==> src/rtl/vga_fb_arbiter_if.sv <==
// vga_fb_arbiter_if: scan coordinates, scanout pixel, write request port and RAM port.
// Latency: none, this is only a signal bundle.
// Backpressure: wr_valid/wr_ready handshake. The slave drives wr_ready.
interface vga_fb_arbiter_if #(
   parameter int ADDR_W = 19,
   parameter int DATA_W = 24
);
   logic [9:0]        scan_x;
   logic [9:0]        scan_y;
   logic [DATA_W-1:0] pix_out;
   logic              wr_valid;
   logic              wr_ready;
   logic [ADDR_W-1:0] wr_addr;
   logic [DATA_W-1:0] wr_data;
   logic [ADDR_W-1:0] mem_addr;
   logic              mem_we;
   logic [DATA_W-1:0] mem_wdata;
   logic [DATA_W-1:0] mem_rdata;
   logic [15:0]       wr_drop_cnt;

   // The timing generator, drawing client and RAM together form the master side.
   modport master (
      output scan_x, scan_y, wr_valid, wr_addr, wr_data, mem_rdata,
      input  pix_out, wr_ready, mem_addr, mem_we, mem_wdata, wr_drop_cnt
   );

   // The arbiter forms the slave side.
   modport slave (
      input  scan_x, scan_y, wr_valid, wr_addr, wr_data, mem_rdata,
      output pix_out, wr_ready, mem_addr, mem_we, mem_wdata, wr_drop_cnt
   );
endinterface

==> src/rtl/vga_fb_arbiter.sv <==
// vga_fb_arbiter: the single-port framebuffer is time-sliced. Even cycles are scanout reads.
// Odd cycles are write slots. Scanout latency is 2 cycles (one pixel clock), and pix_out is registered.
// Backpressure: a 2-entry write FIFO. wr_ready drops when the FIFO is full or reset is held.
// Optional macro VGA_ARB_BLANK_WRITE_EN: read slots that fall in blanking also retire writes.
module vga_fb_arbiter #(
   parameter int H_RES  = 640,
   parameter int V_RES  = 480,
   parameter int ADDR_W = 19,
   parameter int DATA_W = 24
) (
   input  logic             i_clock_50,
   input  logic             i_reset_n,
   vga_fb_arbiter_if.slave  io_fb
);
   localparam logic [9:0]      LP_H  = 10'(H_RES);
   localparam logic [9:0]      LP_V  = 10'(V_RES);
   localparam logic [ADDR_W:0] LP_FB = (ADDR_W+1)'(H_RES * V_RES);

   logic              r_phase;       // 0: read slot, 1: write slot
   logic [1:0]        r_count;
   logic              r_wr_ptr;
   logic              r_rd_ptr;
   logic [ADDR_W-1:0] r_fifo_addr [2];
   logic [DATA_W-1:0] r_fifo_data [2];
   logic              r_rd_issued;   // the current/preceding read slot issued a RAM read
   logic [DATA_W-1:0] r_pix;
   logic [ADDR_W-1:0] r_mem_addr;
   logic              r_mem_we;
   logic [DATA_W-1:0] r_mem_wdata;
   logic [15:0]       r_drop_cnt;

   logic              w_scan_active;
   logic [ADDR_W-1:0] w_x;
   logic [ADDR_W-1:0] w_y;
   logic [ADDR_W-1:0] w_scan_addr;
   logic              w_wr_ready;
   logic              w_push;
   logic              w_slot_wr_ok;
   logic              w_pop;
   logic              w_head_ok;

   // Out-of-range coordinates, including wrapped negative offsets, count as blanking.
   assign w_scan_active = (io_fb.scan_x < LP_H) && (io_fb.scan_y < LP_V);
   assign w_x = ADDR_W'(io_fb.scan_x);
   assign w_y = ADDR_W'(io_fb.scan_y);

   generate
      if (H_RES == 640) begin : g_addr_640
         assign w_scan_addr = (w_y << 9) + (w_y << 7) + w_x;
      end else begin : g_addr_mul
         assign w_scan_addr = (w_y * ADDR_W'(H_RES)) + w_x;
      end
   endgenerate

   assign w_wr_ready = (r_count != 2'd2) && i_reset_n;
   assign w_push     = io_fb.wr_valid && w_wr_ready;

   // Decisions are taken at the edge that enters a slot, so r_phase==0 now means the next slot is a write slot.
`ifdef VGA_ARB_BLANK_WRITE_EN
   assign w_slot_wr_ok = ~r_phase | ~w_scan_active;
`else
   assign w_slot_wr_ok = ~r_phase;
`endif

   assign w_pop     = (r_count != 2'd0) && w_slot_wr_ok;
   assign w_head_ok = {1'b0, r_fifo_addr[r_rd_ptr]} < LP_FB;

   // FIFO storage. Only the pointers and count need reset.
   always_ff @(posedge i_clock_50) begin
      if (w_push) begin
         r_fifo_addr[r_wr_ptr] <= io_fb.wr_addr;
         r_fifo_data[r_wr_ptr] <= io_fb.wr_data;
      end
   end

   // Slot sequencing, FIFO bookkeeping, RAM port and scanout capture.
   always_ff @(posedge i_clock_50) begin
      if (!i_reset_n) begin
         r_phase     <= 1'b0;
         r_count     <= 2'd0;
         r_wr_ptr    <= 1'b0;
         r_rd_ptr    <= 1'b0;
         r_rd_issued <= 1'b0;
         r_pix       <= '0;
         r_mem_addr  <= '0;
         r_mem_we    <= 1'b0;
         r_mem_wdata <= '0;
         r_drop_cnt  <= '0;
      end else begin
         r_phase  <= ~r_phase;
         r_mem_we <= 1'b0;
         if (r_phase) begin
            // The write slot ends here. mem_rdata holds the data for the read issued one cycle ago.
            r_pix       <= r_rd_issued ? io_fb.mem_rdata : '0;
            r_rd_issued <= w_scan_active;
            if (w_scan_active) begin
               r_mem_addr <= w_scan_addr;
            end
         end
         if (w_pop) begin
            r_rd_ptr <= ~r_rd_ptr;
            if (w_head_ok) begin
               r_mem_addr  <= r_fifo_addr[r_rd_ptr];
               r_mem_wdata <= r_fifo_data[r_rd_ptr];
               r_mem_we    <= 1'b1;
            end else if (r_drop_cnt != 16'hFFFF) begin
               r_drop_cnt <= r_drop_cnt + 16'd1;
            end
         end
         if (w_push) begin
            r_wr_ptr <= ~r_wr_ptr;
         end
         case ({w_push, w_pop})
            2'b10:   r_count <= r_count + 2'd1;
            2'b01:   r_count <= r_count - 2'd1;
            default: r_count <= r_count;
         endcase
      end
   end

   assign io_fb.wr_ready    = w_wr_ready;
   assign io_fb.pix_out     = r_pix;
   assign io_fb.mem_addr    = r_mem_addr;
   assign io_fb.mem_we      = r_mem_we;
   assign io_fb.mem_wdata   = r_mem_wdata;
   assign io_fb.wr_drop_cnt = r_drop_cnt;
endmodule

==> src/flat_wrapper.sv <==
// flat-port wrapper written by rule: the top's interface ports become plain ports
module vga_fb_arbiter_flat 
#(
   parameter int H_RES  = 640,
   parameter int V_RES  = 480,
   parameter int ADDR_W = 19,
   parameter int DATA_W = 24
)
  (i_clock_50, i_reset_n, io_fb_scan_x, io_fb_scan_y, io_fb_wr_valid, io_fb_wr_addr, io_fb_wr_data, io_fb_mem_rdata, io_fb_pix_out, io_fb_wr_ready, io_fb_mem_addr, io_fb_mem_we, io_fb_mem_wdata, io_fb_wr_drop_cnt);
  vga_fb_arbiter_if #(.ADDR_W(ADDR_W), .DATA_W(DATA_W)) io_fb_i ();
  input  logic i_clock_50;
  input  logic i_reset_n;
  input wire logic [$bits(io_fb_i.scan_x)-1:0] io_fb_scan_x;
  input wire logic [$bits(io_fb_i.scan_y)-1:0] io_fb_scan_y;
  input wire logic [$bits(io_fb_i.wr_valid)-1:0] io_fb_wr_valid;
  input wire logic [$bits(io_fb_i.wr_addr)-1:0] io_fb_wr_addr;
  input wire logic [$bits(io_fb_i.wr_data)-1:0] io_fb_wr_data;
  input wire logic [$bits(io_fb_i.mem_rdata)-1:0] io_fb_mem_rdata;
  output wire logic [$bits(io_fb_i.pix_out)-1:0] io_fb_pix_out;
  output wire logic [$bits(io_fb_i.wr_ready)-1:0] io_fb_wr_ready;
  output wire logic [$bits(io_fb_i.mem_addr)-1:0] io_fb_mem_addr;
  output wire logic [$bits(io_fb_i.mem_we)-1:0] io_fb_mem_we;
  output wire logic [$bits(io_fb_i.mem_wdata)-1:0] io_fb_mem_wdata;
  output wire logic [$bits(io_fb_i.wr_drop_cnt)-1:0] io_fb_wr_drop_cnt;
  assign io_fb_i.scan_x = io_fb_scan_x;
  assign io_fb_i.scan_y = io_fb_scan_y;
  assign io_fb_i.wr_valid = io_fb_wr_valid;
  assign io_fb_i.wr_addr = io_fb_wr_addr;
  assign io_fb_i.wr_data = io_fb_wr_data;
  assign io_fb_i.mem_rdata = io_fb_mem_rdata;
  assign io_fb_pix_out = io_fb_i.pix_out;
  assign io_fb_wr_ready = io_fb_i.wr_ready;
  assign io_fb_mem_addr = io_fb_i.mem_addr;
  assign io_fb_mem_we = io_fb_i.mem_we;
  assign io_fb_mem_wdata = io_fb_i.mem_wdata;
  assign io_fb_wr_drop_cnt = io_fb_i.wr_drop_cnt;
  vga_fb_arbiter #(.H_RES(H_RES), .V_RES(V_RES), .ADDR_W(ADDR_W), .DATA_W(DATA_W)) u_core (.i_clock_50(i_clock_50), .i_reset_n(i_reset_n), .io_fb(io_fb_i));
endmodule
==> config.mk <==
export PLATFORM = sky130hd
export DESIGN_NAME = vga_fb_arbiter_flat
export DESIGN_NICKNAME = d
export VERILOG_FILES = /design/src/rtl/vga_fb_arbiter_if.sv /design/src/rtl/vga_fb_arbiter.sv /design/src/flat_wrapper.sv
export SDC_FILE = /design/constraint.sdc
export NUM_CORES = 1
export LEC_CHECK = 0
export BUFFER_PORTS_ARGS = -buffer_cell sky130_fd_sc_hd__buf_2
export CAP_MARGIN = 20
export CELL_PAD_IN_SITES_DETAIL_PLACEMENT = 0
export CELL_PAD_IN_SITES_GLOBAL_PLACEMENT = 1
export CORE_UTILIZATION = 25
export CTS_CLUSTER_DIAMETER = 150
export DETAILED_ROUTE_END_ITERATION = 12
export PLACE_DENSITY_LB_ADDON = 0.1
export SYNTH_ARGS = -nofsm -noshare
export SYNTH_HDL_FRONTEND = slang
export SYNTH_SLANG_ARGS = --single-unit
export TNS_END_PERCENT = 100
==> constraint.sdc <==
create_clock -name i_clock_50 -period 6.1 [get_ports i_clock_50]
set_clock_uncertainty 0.05 [all_clocks]
set_input_delay 1.22 -clock i_clock_50 [delete_from_list [all_inputs] [get_ports i_clock_50]]
set_output_delay 1.22 -clock i_clock_50 [all_outputs]
set_load 0.1 [all_outputs]
==> impl_metrics.csv, run 1 <==
group,metric,value,unit
outcome,outcome,"complete, no violations",
worst_setup_path,crit_top_cell,"buf_2",
cts,post_cts_buffers,0,
timing,worstMarginPinSlew,1.02,ns
layout,multi_input_area,2590,sq um
global_routing,grt_pass1_wl,27.6,mm
power,vdd_ir_drop_max,0.000220,V
global_routing,antenna_found_initial,2,
global_routing,grt.overflow.total,0,
power,switching_share,42.1,%
synthesis,synthTopCellsByArea,"edfxtp_1 36%, dfxtp_1 25%, mux2i_1 6.3%",
synthesis,synth_warnings,0,
timing,hold_slack,0.423,ns
worst_setup_path,rr_worst_depth,7,
timing,period_share,57.7,%
place,dpl.hpwl,12.3,mm
route,drt_iter0_drc,229,
worst_setup_path,path_cells,"buf_2 -> inv_2 -> a21oi_1 -> buf_2",
layout,fillerInstances,2874,
floorplanning,die_area,29400,sq um
global_routing,grt_start_max_net_pins,84,
worst_setup_path,crit_slowest_cell,"buf_2",
layout,area_delta_synth_final,25.7,%
synthesis,ys_ff_latch,177,
global_routing,grtUsageTotal,12.5,%
timing,finalHoldViolCount,0,
timing,final_max_slew_viol_count,0,
route,routed_wl,18.3,mm
synthesis,synth_commonest_cells,"91 x dfxtp_1, 86 x edfxtp_1, 53 x nor2_1",
power,power.leakage,0.00352,uW
floorplanning,fp-row-count,61,
synthesis,async_flop_share,0,%
timing,max_freq,284,MHz
place,placed_area,8430,sq um
synthesis,synth-main-ff-cell,"dfxtp_1",
layout,fin_area,9030,sq um
synthesis,synth_cells,576,
floorplanning,placeableCoreArea,28000,sq um
power,netSwitchingPower,1710,uW
worst_setup_path,max_stage_delay,0.48,ns
route,drc,0,
route,drt_pass1_iterations,4,
cts,insertion_delay,0.42,ns
cts,htreeDepth,4,
worst_setup_path,end_kind,"primary output",
floorplanning,die_w,172,um
synthesis,synth.cell_area,7190,sq um
timing,grt_setup_unrepaired,"no",
power,internal_power,2350,uW
cts,root_buffer,"clkbuf_16",
synthesis,mappedNetlistNets,689,
synthesis,synth_top_cell_by_area,"edfxtp_1",
worst_setup_path,crit_path_max_fanout,15,
synthesis,synth.most_common_cell,"dfxtp_1",
power,p_seq_share,37.2,%
route,via_per_inst,4.45,
power,clkPwrFrac,27.8,%
synthesis,avgSynthCellArea,12.5,sq um
cts,tritoncts,"yes",
cts,cts_hold_buf,0,
cts,cts-buffers-inserted,17,
cts,cts.clk_slew.worst_paths,0.07,ns
synthesis,synth_edf_count,86,
global_routing,grt_pass1_vias,4979,
min_path,min_path_cells,2,
floorplanning,start_util,25.7,%
floorplanning,dieHeight,172,um
worst_setup_path,worstPathArrival,2.25,ns
place,io_buffers,174,
floorplanning,pin_count,175,
layout,num-nets-final,853,
timing,finalSetupViolations,0,
route,vias,5041,
synthesis,yosysSeqAreaShare,61.3,%
cts,cts.sinks,177,
run,max-cap-violations,0,
timing,slew_headroom,31.8,%
layout,regArea,4410,sq um
place,gp_congestion,0.752,
worst_setup_path,critPathKind,"input port to primary output",
worst_setup_path,worstSetupStartpointType,"input port",
synthesis,synth_cell_types,50,
timing,min_period,3.52,ns
cts,cts_resized,0,
layout,final_core_util,32.3,%
route,ant_nets,0,
power,power.density,450,nW/um^2
worst_setup_path,cp_data_required_time,4.83,ns
synthesis,synth_top_cell_area_share,35.9,%
route,wl_per_cell,16.1,um
timing,setup_tns,0,ns
cts,ctsLongestPathBuffers,2,
min_path,hp-class,"flip-flop to flip-flop",
power,power_frac_comb,35.1,%
layout,drive_gt1_share,31.1,%
power groups by stage:
stage	Sequential, uW	Clock (uW)	Combinational, uW
after global routing	1530	1210	1520
after global placement	1530	0	1440
final	1510	1130	1430
after detailed placement	1540	0	1440
after floorplan	2150	0	554
after CTS	1510	1170	1450
final timing paths:
check / start / end / slack (ns)
setup / recovery: i_reset_n / io_fb_wr_ready / 2.58
hold / removal: u_core.r_rd_issued$_SDFFE_PN0P_ / u_core.r_rd_issued$_SDFFE_PN0P_ / 0.42
setup reg to reg: flip-flop / u_core.io_fb.mem_addr[13]$_SDFF_PN0_ / 3.16
hold reg to reg: u_core.r_rd_issued$_SDFFE_PN0P_ / u_core.r_rd_issued$_SDFFE_PN0P_ / 0.42
flip-flops by register name, indices dropped and copies added (netlist names), named ones only:
name	count
u_core.r_wr_ptr	1
u_core.r_phase	1
u_core.io_fb.mem_wdata	24
u_core.io_fb.mem_we	1
u_core.r_rd_ptr	1
u_core.io_fb.mem_addr	19
u_core.io_fb.wr_drop_cnt	16
u_core.r_count	2
u_core.r_fifo_data	48
u_core.io_fb.pix_out	24
u_core.r_fifo_addr	38
u_core.r_rd_issued	1
per-stage QoR:
step | setup slack (ns) | instances | total power, uW
CTS | 2.57 | 1131 | 4130
floorplan | 0.494 | 576 | 2710
finish | 2.58 | 1132 | 4060
detailed placement | 2.14 | 1099 | 2980
global placement | 2.26 | 1099 | 2970
global route | 2.37 | 1132 | 4270
worst max-delay path, delay by kind of cell:
kind	cells	cell delay, ns
buffers and inverters	3	0.82
AOI/OAI and AO/OA	1	0.20
cell families after synthesis:
logic type | count (synthesis) | share of synthesized area (%)
buf+inv | 48 | 2.92
mux | 57 | 8.15
xor+xnor | 8 | 0.975
simple gates | 118 | 7.76
fa+ha+maj | 23 | 4.21
flops | 177 | 61.3
compound gates | 145 | 14.7
cell type report:
type | count | share of cell area (%)
multi-input cells | 351 | 28.7
well taps | 378 | 5.24
flip-flops and latches | 177 | 48.8
inverters | 13 | 0.540
repair buffers | 180 | 10.1
clock buffers | 17 | 4.71
clock inverters | 15 | 1.90
diodes | 1 | 0.0277
metal layers:
layer,up-vias,part of all wire [%],GRT usage [%]
met3,18,5.4,3.45
met2,112,50,21.7
met1,2393,43,14.9
li1,2516,-,-
met5,-,0.055,0
met4,2,1.1,3.96
cells in the final DEF (no fill, tap or decap), drive strengths merged, types with 5 or more instances in the layout:
cell,instances
a22o,24
o21ai,19
o31ai,7
a21oi,25
buf,180
xor2,5
nand2,18
mux2,12
or3,10
nand3,6
clkbuf,17
inv,22
edfxtp,86
dfxtp,91
a211oi,43
and3,6
nor4,5
nor2,54
mux2i,45
ha,21
Power figures use the tool's default switching activity.
==> run 2, diff against run 1 <==
ABC_AREA = 1   (was not set)
clock period = 3.22 ns   (was 6.1 ns; I/O delays follow)
==> impl_metrics.csv, run 2 <==
group,metric,value,unit
timing,max_freq,434,MHz
synthesis,synth_mux_area_share,3.45,%
cts,cts.clk_slew.worst_paths,0.07,ns
min_path,hp-class,"input port to flip-flop",
synthesis,synth_cells,805,
run,max-cap-violations,0,
global_routing,grt_pass1_wl,32.7,mm
worst_setup_path,max_stage_delay,0.53,ns
floorplanning,pin_count,175,
cts,tritoncts,"yes",
synthesis,synth_warnings,0,
global_routing,antenna_found_initial,5,
route,drc,12,
global_routing,grt_start_max_net_pins,57,
layout,reg_top3,"u_core.r_fifo_data (48), u_core.r_fifo_addr (38)",
floorplanning,die_area,32100,sq um
synthesis,synth.cell_area,7840,sq um
synthesis,synth_compound_area_share,8.87,%
layout,final_common_cell,"nand2_1",
worst_setup_path,crit_buf_inv,3,
synthesis,ys_ff_latch,177,
route,ant_nets,0,
timing,worstMarginPinSlew,0.774,ns
timing,min_period,2.30,ns
power,vdd_ir_drop_max,0.000358,V
layout,drive_gt1_share,30.4,%
timing,slew_headroom,48.4,%
synthesis,synth_top_cell_by_area,"edfxtp_1",
floorplanning,start_util,25.5,%
synthesis,yosysSeqAreaShare,56.2,%
timing,grt_setup_unrepaired,"no",
cts,root_buffer,"clkbuf_16",
route,drt_pass1_iterations,8,
synthesis,synth_commonest_cells,"234 x nand2_1, 91 x dfxtp_1, 86 x edfxtp_1",
synthesis,synth_edf_count,86,
power,power.density,781,nW/um^2
global_routing,grtUsageTotal,13.5,%
layout,largest_reg_flops,48,
worst_setup_path,end_kind,"flip-flop",
synthesis,synth.most_common_cell,"nand2_1",
worst_setup_path,path_cells,"buf_2 -> inv_1 -> fa_1 -> inv_1 -> fa_1 -> nand3_1 -> nand2_1 -> xnor2_1 -> nand2_1 -> nand2_1 -> nand2_1 -> nand2_1 -> nor2_1",
layout,regMostFlops,"u_core.r_fifo_data",
place,io_buffers,174,
synthesis,synth-main-ff-cell,"dfxtp_1",
cts,insertion_delay,0.43,ns
worst_setup_path,worstSetupStartpointType,"input port",
floorplanning,placeableCoreArea,30700,sq um
global_routing,grt.overflow.total,0,
cts,ctsLongestPathBuffers,2,
cts,cts.sinks,177,
synthesis,synth-simple-area-share,21.8,%
power,power.leakage,0.00415,uW
route,wl_per_cell,15.3,um
place,gp_congestion,0.720,
synthesis,synth_top_cell_area_share,32.9,%
cts,cts_resized,0,
timing,period_share,71.6,%
route,routed_wl,21.2,mm
worst_setup_path,critPathKind,"input port to flip-flop",
floorplanning,die_w,179,um
floorplanning,dieHeight,179,um
timing,finalHoldViolCount,0,
synthesis,async_flop_share,0,%
worst_setup_path,crit_slowest_cell,"fa_1",
timing,finalSetupViolations,0,
worst_setup_path,critPathTopFamily,"adder cells",
worst_setup_path,worstPathArrival,2.58,ns
timing,final_max_slew_viol_count,0,
place,dpl.hpwl,14.4,mm
global_routing,grt_pass1_vias,5930,
synthesis,synth_cell_types,37,
layout,area_delta_synth_final,24.9,%
layout,final_cell_mix,"234 x nand2_1, 173 x buf_2, 91 x dfxtp_1",
route,vias,5988,
floorplanning,fp-row-count,64,
timing,hold_slack,0.350,ns
worst_setup_path,crit_path_max_fanout,3,
route,drt_iter0_drc,273,
cts,cts_hold_buf,0,
worst_setup_path,crit_top_cell,"nand2_1",
cts,post_cts_buffers,0,
synthesis,avgSynthCellArea,9.74,sq um
timing,setup_tns,0,ns
synthesis,mappedNetlistNets,918,
synthesis,synth_top_family_by_area,"simple AND/OR/NAND/NOR gates",
cts,htreeDepth,4,
outcome,failed_checks,"design-rule violations",
cts,cts-buffers-inserted,17,
outcome,outcome,"finished, violations left",
synthesis,synth_xor_xnor_area_share,0.894,%
layout,num-nets-final,1089,
synthesis,synthTopCellsByArea,"edfxtp_1 33%, dfxtp_1 23%, nand2_1 11%",
layout,fillerInstances,3301,
route,via_per_inst,4.31,
synthesis,synth_fa_ha_area_share,3.86,%
worst_setup_path,cp_data_required_time,3.49,ns
==> run 2: cell types whose count changed after synthesis, sizes merged, moves of 22 or more <==
cell / delta
a22o: -24
a32o: +24
nand4: +22
nand3: +33
a211oi: -43
mux2i: -45
nand2: +235
a21oi: +28
inv: +37
==> run 2: cell type report <==
type                    instances  area (sq um)  area share [%]
diodes                          4          10.0           0.102
inverters                      50           188            1.92
multi-input cells             544          3070            31.4
repair buffers                186          1000            10.2
well taps                     396           495            5.06
clock inverters                15           198            2.02
clock buffers                  17           425            4.34
flip-flops and latches        177          4400            45.0
==> run 2: path summary, 6_finish.rpt <==
path	from	endpoint	slack, ns	depth (start not counted)
hold reg to reg	u_core.io_fb.pix_out[8]$_SDFFE_PN0P_	u_core.io_fb.pix_out[8]$_SDFFE_PN0P_	0.41	1
hold / removal	io_fb_wr_data[3]	u_core.r_fifo_data[0][3]$_DFFE_PP_	0.35	1
setup reg to reg	u_core.io_fb.wr_drop_cnt[0]$_SDFFE_PN0P_	u_core.io_fb.wr_drop_cnt[13]$_SDFFE_PN0P_	1.02	7
setup / recovery	io_fb_scan_y[0]	u_core.io_fb.mem_addr[12]$_SDFF_PN0_	0.92	13
==> run 2: logic make-up after synthesis <==
kind of cell	count (synthesis)
and+or+nand+nor	390
DFF	177
AOI/OAI and AO/OA	99
buffers and inverters	84
muxes	24
adders and majority gates	23
xor gates and xnor gates	8
==> run 2: layer usage <==
metal  wire length [um]  vias up  share of wire, %  track usage (%)
li1                   -     3094                 -                -
met1              10100     2767                48             17.5
met2               9900      110                47             22.1
met3                961       15               4.5             3.41
met4                200        2              0.94             3.95
met5                  8        -             0.038                0
==> run 2: stage by stage <==
| step | setup slack, ns | area (sq um) | cells | utilization (%) | total power [uW] |
|---|---|---|---|---|---|
| after floorplan | 0.240 | 7870 | 805 | - | 4980 |
| after global routing | 0.694 | 9780 | 1385 | 31.8 | 8070 |
| after detailed placement | 0.455 | 9160 | 1353 | 29.8 | 5550 |
| final | 0.916 | 9790 | 1389 | 31.9 | 7650 |
| after CTS | 0.918 | 9780 | 1385 | 31.8 | 7790 |
| after global placement | 0.479 | 9160 | 1353 | 29.8 | 5560 |
==> run 2: power by group <==
part           switching, uW  internal [uW]  total (uW)
clock                    954           1250        2200
combinational           2110            604        2710
sequential               118           2610        2730
total                   3180           4460        7650
==> run 3, diff against run 2 <==
ABC_AREA = 0   (was 1)
clock period = 2.24 ns   (was 3.22 ns; I/O delays follow)
==> impl_metrics.csv, run 3 (synthesis gave the netlist of run 1 again) <==
group,metric,value,unit
worst_setup_path,rr_worst_depth,5,
global_routing,grt_pass1_wl,28.1,mm
cts,tritoncts,"yes",
place,dpl.hpwl,12.8,mm
route,drt_pass1_iterations,5,
cts,cts.clk_slew.worst_paths,0.08,ns
floorplanning,die_w,172,um
layout,area_delta_synth_final,34.2,%
timing,finalHoldViolCount,0,
layout,fillerInstances,2858,
layout,largest_reg_flops,48,
place,io_buffers,174,
worst_setup_path,timing.rr.end,"u_core.io_fb.wr_drop_cnt[3]$_SDFFE_PN0P_",
layout,num-nets-final,896,
layout,reg_top3,"u_core.r_fifo_data (48), u_core.r_fifo_addr (38)",
power,vdd_ir_drop_max,0.000628,V
layout,final_cell_mix,"171 x buf_2, 86 x edfxtp_1, 78 x dfxtp_1",
route,drt_iter0_drc,207,
worst_setup_path,startpoint,"io_fb_scan_y[0]",
worst_setup_path,worstPathArrival,2.53,ns
cts,ctsLongestPathBuffers,2,
route,routed_wl,18.5,mm
layout,multi_input_area,2700,sq um
outcome,failed_checks,"negative setup slack",
timing,grt_setup_unrepaired,"yes",
timing,finalSetupViolations,2,
route,vias,5259,
global_routing,antenna_found_initial,1,
global_routing,grt_pass1_vias,5204,
cts,root_buffer,"clkbuf_16",
cts,cts.sinks,177,
layout,regMostFlops,"u_core.r_fifo_data",
worst_setup_path,cp_data_required_time,2.47,ns
power,power.density,1190,nW/um^2
worst_setup_path,rrSetupSlack,0.17,ns
worst_setup_path,critPathKind,"input port to flip-flop",
cts,htreeDepth,4,
global_routing,grt.overflow.total,0,
layout,regArea,4420,sq um
timing,worstMarginPinSlew,0.522,ns
floorplanning,start_util,25.7,%
layout,final_common_cell,"buf_2",
worst_setup_path,worstSetupStartpointType,"input port",
power,power.leakage,0.00381,uW
floorplanning,fp-row-count,61,
cts,cts_hold_buf,0,
route,drc,0,
timing,period_share,103,%
timing,setup_ws,-0.0609,ns
timing,min_period,2.30,ns
global_routing,grtUsageTotal,12.6,%
min_path,hp-class,"input port to flip-flop",
route,ant_nets,0,
worst_setup_path,crit_path_max_fanout,2,
route,wl_per_cell,15.8,um
floorplanning,die_area,29400,sq um
timing,max_freq,435,MHz
route,via_per_inst,4.48,
cts,cts-buffers-inserted,17,
cts,insertion_delay,0.43,ns
timing,slew_headroom,65.4,%
outcome,outcome,"finished, violations left",
place,gp_congestion,0.779,
timing,final_max_slew_viol_count,0,
floorplanning,placeableCoreArea,28000,sq um
floorplanning,dieHeight,172,um
global_routing,grt_start_max_net_pins,44,
worst_setup_path,worstSetupEndpoint,"u_core.io_fb.mem_addr[16]$_SDFF_PN0_",
power,power,11400,uW
place,pre_cts_ws,-0.613,ns
floorplanning,pin_count,175,
worst_setup_path,end_kind,"flip-flop",
layout,drive_gt1_share,38.3,%
run,max-cap-violations,0,
-- run 3: cell types whose count changed in the layout (fill, tap and decap cells not counted), sizes merged, moves of 7 or more --
cell / previous run / this run
inv: 55 / 21
a32o: 24 / 0
nor2: 69 / 54
a21oi: 53 / 25
nand3: 39 / 6
a22o: 0 / 24
o31ai: 0 / 7
or3: 0 / 10
nand4: 25 / 3
mux2: 24 / 12
buf: 186 / 223
mux2i: 0 / 45
a211oi: 0 / 43
nand2: 253 / 18
-- run 3: report_power, final --
group | leakage [uW] | internal (uW) | total [uW] | switching [uW]
combinational | 0.00196 | 1130 | 4290 | 3160
clock | 0.000308 | 1640 | 3130 | 1490
sequential | 0.00153 | 3810 | 4020 | 210
total | 0.00381 | 6590 | 11400 | 4860
-- run 3: stage by stage --
step | setup TNS (ns) | instances | instance area, sq um | util (%) | hold slack, ns
final | -0.114 | 1175 | 9640 | 34.4 | 0.154
after global routing | -0.458 | 1174 | 9640 | 34.4 | 0.124
after CTS | -0.137 | 1171 | 9570 | 34.1 | 0.129
after detailed placement | -3.43 | 1138 | 8910 | 31.8 | 0.409
after global placement | -3.42 | 1138 | 8910 | 31.8 | 0.406
after floorplan | -8.11 | 576 | 7300 | - | 0.395
-- run 3: layout make-up --
type	instances	area share, %
Sequential cell	177	45.8
Multi-Input combinational cell	351	27.9
Timing Repair Buffer	223	13.9
Tap cell	378	4.90
Clock buffer	17	4.41
Clock inverter	15	2.13
Inverter	13	0.882
Antenna cell	1	0.0260
-- run 3: critical path, stage by stage --
cell and delay (ns):
buf_8 0.08, inv_4 0.03, fa_1 0.54, inv_2 0.06
fa_2 0.34, a21o_1 0.22, a221oi_4 0.34, o2bb2ai_2 0.16
mux2i_1 0.25, a221oi_2 0.08
-- run 3: how the worst min path moves through the flow --
stage	from	endpoint	slack [ns]	depth (start not counted)
3_5_place_dp	u_core.io_fb.pix_out[6]$_SDFFE_PN0P_	u_core.io_fb.pix_out[6]$_SDFFE_PN0P_	0.41	1
3_3_place_gp	u_core.r_rd_issued$_SDFFE_PN0P_	u_core.r_rd_issued$_SDFFE_PN0P_	0.41	2
4_1_cts	io_fb_wr_addr[4]	u_core.r_fifo_addr[1][4]$_DFFE_PP_	0.13	1
6_report	io_fb_wr_addr[4]	u_core.r_fifo_addr[1][4]$_DFFE_PP_	0.15	1
5_1_grt	io_fb_wr_data[22]	u_core.r_fifo_data[0][22]$_DFFE_PP_	0.12	1
2_1_floorplan	u_core.r_rd_issued$_SDFFE_PN0P_	u_core.r_rd_issued$_SDFFE_PN0P_	0.40	2
-- run 3: layer usage --
metal | vias up | track usage [%] | wire [um]
met5 | - | 0 | 0
met4 | 0 | 2.99 | 147
met3 | 10 | 3.36 | 962
met2 | 136 | 22.8 | 9340
met1 | 2509 | 14.7 | 8070
li1 | 2604 | - | -
-- run 3: what timing repair did --
action,in CTS,in global routing
setup endpoints to repair,4,48
resized for setup,5,11
buffers inserted,1,3
pin swaps,8,11
